[src/rtl/s38417_lane_scan_seq.sv]
// s38417_lane_scan_seq
// Slot-register and lane-select stage that feeds the slot-check cone.
// It holds NSLOT three-bit slot registers and drives a one-hot lane select.
// It also presents a registered per-slot view of the selected lane, plus its zero flag.
// A small scan FSM walks lanes 0, 1 and 2 on request.
// At the end of a scan it reports which lanes had every slot bit clear.
module s38417_lane_scan_seq #(
  parameter int NSLOT = 14,
  parameter int LANES = 3
) (
  input  logic             clk,
  input  logic             rst_n,
  input  logic             wr_en,
  input  logic [3:0]       wr_slot,
  input  logic [LANES-1:0] wr_data,
  input  logic             start,
  output logic [LANES-1:0] lane_sel,
  output logic [NSLOT-1:0] slot_bit,
  output logic             all_clear,
  output logic             busy,
  output logic             done,
  output logic [LANES-1:0] lane_zero
);

  typedef enum logic [2:0] {
    IDLE,
    SCAN0,
    SCAN1,
    SCAN2,
    FIN
  } state_e;

  localparam logic [LANES-1:0] LANE0 = 3'b001;
  localparam logic [LANES-1:0] LANE1 = 3'b010;
  localparam logic [LANES-1:0] LANE2 = 3'b100;

  logic [LANES-1:0] slots_q [NSLOT];
  logic [NSLOT-1:0] slot_bit_d;
  logic [NSLOT-1:0] slot_bit_q;
  logic             all_clear_d;
  logic             all_clear_q;
  state_e           state_q;
  logic [LANES-1:0] lane_sel_q;
  logic             busy_q;
  logic             done_q;
  logic [LANES-1:0] lane_zero_q;

  // Slot storage: an out-of-range index matches no entry, so it is dropped without side effects.
  always_ff @(posedge clk) begin
    if (!rst_n) begin
      for (int i = 0; i < NSLOT; i++) begin
        slots_q[i] <= '0;
      end
    end else if (wr_en) begin
      for (int i = 0; i < NSLOT; i++) begin
        if (wr_slot == 4'(i)) begin
          slots_q[i] <= wr_data;
        end
      end
    end
  end

  // Pick each slot's bit for the current lane and derive the all-zero flag.
  always_comb begin
    slot_bit_d = '0;
    for (int i = 0; i < NSLOT; i++) begin
      slot_bit_d[i] = |(slots_q[i] & lane_sel_q);
    end
    all_clear_d = ~|slot_bit_d;
  end

  // Register the lane view; this is the one-cycle latency the scan captures rely on.
  always_ff @(posedge clk) begin
    if (!rst_n) begin
      slot_bit_q  <= '0;
      all_clear_q <= 1'b1;
    end else begin
      slot_bit_q  <= slot_bit_d;
      all_clear_q <= all_clear_d;
    end
  end

  // Scan FSM: each lane is captured one cycle after its view has been registered.
  always_ff @(posedge clk) begin
    if (!rst_n) begin
      state_q     <= IDLE;
      lane_sel_q  <= LANE0;
      busy_q      <= 1'b0;
      done_q      <= 1'b0;
      lane_zero_q <= '0;
    end else begin
      done_q <= 1'b0;
      case (state_q)
        IDLE: begin
          lane_sel_q <= LANE0;
          if (start) begin
            state_q <= SCAN0;
            busy_q  <= 1'b1;
          end else begin
            busy_q  <= 1'b0;
          end
        end
        SCAN0: begin
          state_q    <= SCAN1;
          lane_sel_q <= LANE1;
          busy_q     <= 1'b1;
        end
        SCAN1: begin
          state_q        <= SCAN2;
          lane_sel_q     <= LANE2;
          busy_q         <= 1'b1;
          lane_zero_q[0] <= all_clear_q;
        end
        SCAN2: begin
          state_q        <= FIN;
          lane_sel_q     <= LANE0;
          busy_q         <= 1'b1;
          lane_zero_q[1] <= all_clear_q;
        end
        FIN: begin
          state_q        <= IDLE;
          lane_sel_q     <= LANE0;
          busy_q         <= 1'b0;
          done_q         <= 1'b1;
          lane_zero_q[2] <= all_clear_q;
        end
        default: begin
          state_q    <= IDLE;
          lane_sel_q <= LANE0;
          busy_q     <= 1'b0;
        end
      endcase
    end
  end

  assign lane_sel  = lane_sel_q;
  assign slot_bit  = slot_bit_q;
  assign all_clear = all_clear_q;
  assign busy      = busy_q;
  assign done      = done_q;
  assign lane_zero = lane_zero_q;

endmodule

[config.mk]
export PLATFORM = sky130hd
export DESIGN_NAME = s38417_lane_scan_seq
export DESIGN_NICKNAME = d
export VERILOG_FILES = /design/src/rtl/s38417_lane_scan_seq.sv
export SDC_FILE = /design/constraint.sdc
export NUM_CORES = 1
export LEC_CHECK = 0
export CAP_MARGIN = 10
export CELL_PAD_IN_SITES_DETAIL_PLACEMENT = 0
export CELL_PAD_IN_SITES_GLOBAL_PLACEMENT = 1
export CORE_MARGIN = 2
export CORE_UTILIZATION = 49
export CTS_BUF_LIST = sky130_fd_sc_hd__clkbuf_4 sky130_fd_sc_hd__clkbuf_8
export DETAILED_ROUTE_END_ITERATION = 10
export PLACE_DENSITY = 0.92
export SLEW_MARGIN = 10
export SYNTH_ARGS = -nofsm -noshare
export SYNTH_HDL_FRONTEND = slang
export SYNTH_SLANG_ARGS = --single-unit
export TNS_END_PERCENT = 1
[constraint.sdc]
create_clock -name clk -period 2.4 [get_ports clk]
set_input_delay 0.6 -clock clk [delete_from_list [all_inputs] [get_ports clk]]
set_output_delay 0.6 -clock clk [all_outputs]
set_load 0.02 [all_outputs]
### After elaboration in Yosys (flattened, before gate mapping)

Memory sizes are Yosys's and may differ from the RTL's.
Cells that the tools add are included.

* RAM bits: 42
* register bits: 26
* memories: 1
* logic and storage cells: 152

Memory list
* slots_q: words 14, bits a word 3, read ports 14, clocked after Yosys merged registers in 0, write ports 14, RTL line 37 `logic [LANES-1:0] slots_q [NSLOT];`

* reductions and logical operators: 19
* eq/ne operators: 18
* muxes and demuxes: 77
* bitwise logic cells: 28

Operators with widths (count)
* $mux W1: 59
* $mux W3: 15
* $reduce_or A3 Y1: 15
* $and A3 B3 Y3: 14
* $reduce_or A42 Y1: 1
* $eq A4 B4 Y1 const B: 6
* $eq A4 B3 Y1 const B: 4
* $or A1 B1 Y1: 14
* $pmux W3 S4: 1
* $eq A4 B2 Y1 const B: 2
* $eq A3 B2 Y1 const B: 2
* $pmux W3 S2: 1
* $eq A4 B1 Y1 const B: 1
* $logic_not A4 Y1: 1
* $eq A3 B1 Y1 const B: 1
* $eq A3 B3 Y1 const B: 1
* $logic_not A3 Y1: 1
* $ne A2 B2 Y1 const B: 1
* $pmux W1 S2: 1
* $logic_not A1 Y1: 1

### Logic depth before layout (Yosys ltp)

* depth in word-level cells: 6
* gate-level depth with buffers: 4

### Worst setup path after synthesis

OpenSTA, ideal clock, no wires.

* path type: input to register
* start point: in rst_n
* end point: mem slots_q[12][0], in the netlist slots_q[1][12] (enable)
* slack: 0.845 ns
* cell stages on the path: 3
* required time: 2.112 ns
* arrival time: 1.267 ns
* cells stage by stage: clkbuf_1 > clkbuf_1 > o21ai_0

RTL lines
* start: declaration: RTL line 12 `input logic rst_n,`
* end: declaration: RTL line 37

### Worst setup path after layout

* start point: reg all_clear_q, in the netlist all_clear
* end point: out all_clear

RTL lines
* start: declaration: RTL line 41 `logic all_clear_q;`
* start signal: assignment: RTL line 79 `all_clear_q <= all_clear_d;`
* end: declaration: RTL line 19 `output logic all_clear,`

No word-level cell between the ends.

==> results.toml <==
[sta]
tightest_slew_ns = 0.531
slew_viol_final = 0
rsz0062_at_grt = "false"
setup_violations = 0
timing.hold.ws_ns = 0.522
tns_ns = 0
period_needed_ns = 1.93
finClkSkew_ns = 0.00795
hold_viol = 0
slew_headroom_pct = 64.6
max_freq_ghz = 0.517
finalCritPeriodShare_pct = 80.5

[setup_path]
start_kind = "flip-flop"
crit_buf_inv = 1
cp_cell_sequence = "clkdlybuf4s50_1"
cp_top_family = "buffers and inverters"
worst_ep_arrival_time_ns = 1.33
slowest_delay_ns = 0.62
critPathCaptureType = "primary output"
slowest_stage = "clkdlybuf4s50_1"
crit_type = "reg -> out"
crit_required_ns = 1.80
cp_max_fo = 4

[drt]
drc = 0
detail_route.wirelength_mm = 4.79
viasPerCell = 5.19
drtAntennaViolNets = 0
firstDrtPassIters = 4
post_drt_wl_per_cell_um = 15.2
drt_iter0_drc = 135
num_vias = 1640

[global_routing]
overflow = 0
grt_max_degree = 22
antenna_found_initial = 0
gr-usage-all-layers_pct = 18.5
grt_pass1_vias = 1650
grt_pass1_wl_mm = 8.01

[finish]
post-route-util_pct = 62.0
nets = 252
syn_to_final_growth_pct = 23.4
final_cell_count_no_fill = 316
antenna_cells = 0
drive_gt1_share_pct = 9.76

[clock_network]
clock_sinks = 68
cts.repair.resized = 0
cts_buffer_depth = 2
clockRootBuffer = "clkbuf_8"
tritoncts = "done"
cts_setup_buffers = 0
path_clk_slew_ns = 0.06
ctsHoldBuffers = 0
cts_inserted_buffers = 9
htreeDepth = 3
clock_latency_ns = 0.34

[run_status]
status = "completed"

[logic_synthesis]
synth_nets = 214
synthesis.area_um2 = 2550
yosysUniqueCellTypes = 24
syn_avg_cell_area_um2 = 12.5
synth-xor-area-share_pct = 0.344
netlist_instances = 203
yosysSeqAreaShare_pct = 69.9
synth-simple-area-share_pct = 18.6
synth_top_family_by_area = "simple AND/OR/NAND/NOR gates"
synth_compound_area_share_pct = 6.88
synth_adder_area_share_pct = 0
ys_warn_count = 0
synth.ff_latch_count = 68
synth.area.mux_share_pct = 1.18

[pwr]
seq_power_share_pct = 52.2
power_leakage_nw = 1.17
internal-power_mw = 2.01
switchingPower_uw = 612
vdd_ir_drop_max_mv = 0.374
comb_power_share_pct = 13.1
p_per_area_nw_per_um2 = 834
p_sw_share_pct = 23.3
p_total_mw = 2.62
power_frac_clock_pct = 34.7

[floorplan]
die-width_um = 76.1
core-area_um2 = 5070
die_h_um = 76.1
dieArea_um2 = 5790
initial_utilization_pct = 50.2
row_count = 26
io_pins = 34

[worst_hold_path]
hp-class = "reg -> reg"

[place]
dp_hpwl_mm = 3.08
globalplace.congestion = 0.848
placed_cells = 300
portBuffers = 33

[flow_run]
maxCapViolations = 0
power groups by stage:
stage | combinational, mW | clock (mW) | sequential [mW]
CTS | 0.345 | 0.931 | 1.37
global route | 0.370 | 0.986 | 1.38
finish | 0.344 | 0.910 | 1.37
global placement | 0.339 | 0 | 1.39
floorplan | 0.158 | 0 | 1.43
detailed placement | 0.344 | 0 | 1.39
cell usage in the layout, fill, tap and decap left out, drive strengths merged:
master | netlist | final
nand2 | 27 | 27
nand4b | 1 | 1
and3b | 3 | 3
edfxtp | 42 | 42
dfxtp | 26 | 26
and2 | 1 | 1
mux2i | 3 | 3
nor3b | 3 | 3
nand4 | 3 | 3
nand3 | 3 | 3
nor2b | 15 | 15
nor2 | 32 | 32
and2b | 6 | 6
inv | 5 | 5
clkinv | 0 | 2
xor2 | 1 | 1
o21ai | 2 | 2
o41ai | 1 | 1
clkbuf | 10 | 13
buf | 2 | 6
bufinv | 0 | 1
a222oi | 14 | 14
clkdlybuf4s50 | 0 | 33
and3 | 1 | 1
nand3b | 1 | 1
o31a | 1 | 1
Yosys cell counts:
master	n	area (um^2)
dfxtp_1	26	521
nand4_1	3	18.8
mux2i_1	3	30.0
and3_1	1	6.26
and2_1	1	6.26
o41ai_2	1	16.3
nor2_1	32	120
nand2_1	27	101
nand3b_1	1	7.51
and2b_1	5	37.5
nand4b_1	1	8.76
inv_1	5	18.8
and3b_1	3	26.3
and2b_2	1	8.76
o31a_1	1	8.76
xor2_1	1	8.76
edfxtp_1	42	1260
nor3b_1	3	22.5
nor2b_1	15	93.8
a222oi_1	14	140
clkbuf_1	10	37.5
o21ai_0	2	10.0
nand3_1	3	15.0
buf_6	2	22.5
cell families after synthesis:
kind of cell              after synthesis
and+or+nand+nor                        96
DFF                                    68
AOI/OAI and AO/OA                      18
buffers and inverters                  17
muxes                                   3
xor gates and xnor gates                1
layout make-up:
cell class | instances | area (um^2)
sequential | 68 | 1780
multi-input combinational | 118 | 687
fill | 413 | 1930
clock inverter | 3 | 40.0
inverter | 5 | 18.8
tap | 70 | 87.6
timing repair buffer | 39 | 375
clock buffer | 13 | 154
routing by layer:
metal  vias to the layer above  wire (um)  GRT usage (%)
li1                        801          -              -
met1                       758       1970           23.1
met2                        72       2270           28.3
met3                         9        446           6.52
met4                         0        105           10.4
met5                         -          0              0
worst paths after layout:
check / from / endpoint / slack [ns] / cells after the start
worst min-delay path: lane_zero[0]$_SDFFE_PN0N_ / lane_zero[0]$_SDFFE_PN0N_ / 0.52 / 2
worst max-delay path: all_clear$_SDFF_PN1_ / all_clear / 0.47 / 1
worst max register to register: lane_sel[0]$_SDFF_PN1_ / all_clear$_SDFF_PN1_ / 0.70 / 4
worst min register to register: lane_zero[0]$_SDFFE_PN0N_ / lane_zero[0]$_SDFFE_PN0N_ / 0.52 / 2
per-stage QoR:
step / cell area, um^2 / setup slack [ns]
final: 3140 / 0.467
after global routing: 3140 / 0.399
after CTS: 3140 / 0.436
after detailed placement: 2950 / 0.280
after global placement: 2950 / 0.322
after floorplan: 2550 / 0.845
sequential cells by signal, summed over array words and instances (netlist names):
signal,count
done,1
busy,1
state_q,3
lane_zero,3
all_clear,1
slot_bit,14
lane_sel,3
slots_q,42
No activity file was read; power rests on OpenSTA's default activity.
==> variant, RTL diff (config.mk and constraints unchanged) <==
Encoding of `state_e`: now one-hot (5 bits for 5 states).
--- a/src/rtl/s38417_lane_scan_seq.sv
+++ b/src/rtl/s38417_lane_scan_seq.sv
@@ -24,8 +24,8 @@
 
-  typedef enum logic [2:0] {
-    IDLE,
-    SCAN0,
-    SCAN1,
-    SCAN2,
-    FIN
+  typedef enum logic [4:0] {
+    IDLE  = 5'b00001,
+    SCAN0 = 5'b00010,
+    SCAN1 = 5'b00100,
+    SCAN2 = 5'b01000,
+    FIN   = 5'b10000
   } state_e;
Check against the original RTL: same outputs for any inputs over 10 cycles, from zero or initial values and one cycle with rst_n low; not proved beyond that.
==> variant against the original RTL <==
Count of clock-buffer cells in the layout decreased by 3; wire length increased by 12%; critical endpoint unchanged; highest routed layer unchanged; global-route usage increased by 0.74 points; final area increased by 2.7%; via count increased by 12%; power decreased by 1.6%; area after synthesis increased by 2.1%; sequential cell count increased by 2; clock power increased by 13%; setup slack got worse by 0.020 ns.
==> variant: results (changes against the original RTL) <==
dpl cells 315 (+5.0%); largest net degree at the start of global routing 15 (-32%); skew final 0.00661 ns (-0.00133 ns); DP Area 3010 µm² (+2.1%); Initial DRC Count 203 (+50%); R2R setup slack 0.54 ns (-0.16 ns); share of cells above drive strength 1 9.58% (-0.18 points); Nets 267 (+6.0%); top post-synthesis cells by count 49 x nor2_1, 42 x edfxtp_1, 28 x dfxtp_1; WHS 0.476 ns (-0.0460 ns); sequential-to-total area share from yosys stat 70.0% (+0.093 points); Total GRT Usage 19.3% (+0.74 points); HPWL after DPL 3590 µm (+17%); DRT Pass-1 Iters 6 (+2); vias per inst 5.55 (+6.9%); Hold Path Sink lane_zero[1]; Root Driver clkbuf_8; first-pass GRT wire length 8600 µm (+7.4%); GP Congestion 0.766 (-9.6%); Max IR drop VDD 0.390 mV (+4.5%); vias in the first global route 1752 (+6.2%); status complete, no violations; Synth Area per Inst 12.0 µm² (-4.5%); Rel. slew slack 60.3% (-4.3 points); syn_nets 228 (+6.5%); Critical R2R Launch lane_sel[1]
variant: worst max path at each step:
stage,start,to,slack (ns),cells after the start
after global placement,wr_en,slots_q[0][9],0.34,5
final,all_clear,all_clear,0.45,1
after floorplan,wr_slot[3],slots_q[0][10],0.86,3
after detailed placement,wr_en,slots_q[0][9],0.29,5
after CTS,all_clear,all_clear,0.42,1
after global routing,all_clear,all_clear,0.41,1
variant: final cells by class:
class                           instances  area share, %
Timing Repair Buffer                   40           11.9
Tap cell                               70           2.71
Clock buffer                           10           4.07
Inverter                                7          0.814
Sequential cell                        70           56.4
Clock inverter                          6           2.67
Multi-Input combinational cell        128           21.5
variant: kinds of logic after synthesis:
family,synth area share (%)
AOI/OAI and AO/OA,8.47
xor gates and xnor gates,0.337
buffers and inverters,3.32
DFF,70.0
and+or+nand+nor,17.8
variant: where the power goes:
group          leakage, nW  switching (mW)  internal, mW
clock network        0.110           0.431         0.595
logic                0.435           0.109        0.0795
registers            0.634          0.0256          1.34
total                 1.18           0.566          2.02
variant: per-layer routing:
metal / GRT usage [%] / vias to the layer above / wire length (µm)
met4: 10.9 / 0 / 131
met3: 4.59 / 10 / 319
met2: 31.5 / 77 / 2740
li1: - / 872 / -
met1: 23.4 / 877 / 2190
met5: 0 / - / 0
variant: per-stage QoR:
stage	util [%]	total power [mW]	setup slack, ns
final	63.2	2.58	0.447
after global routing	63.2	2.66	0.407
after CTS	63.2	2.59	0.420
after detailed placement	59.0	1.58	0.292
after global placement	59.0	1.57	0.341
after floorplan	-	1.49	0.858
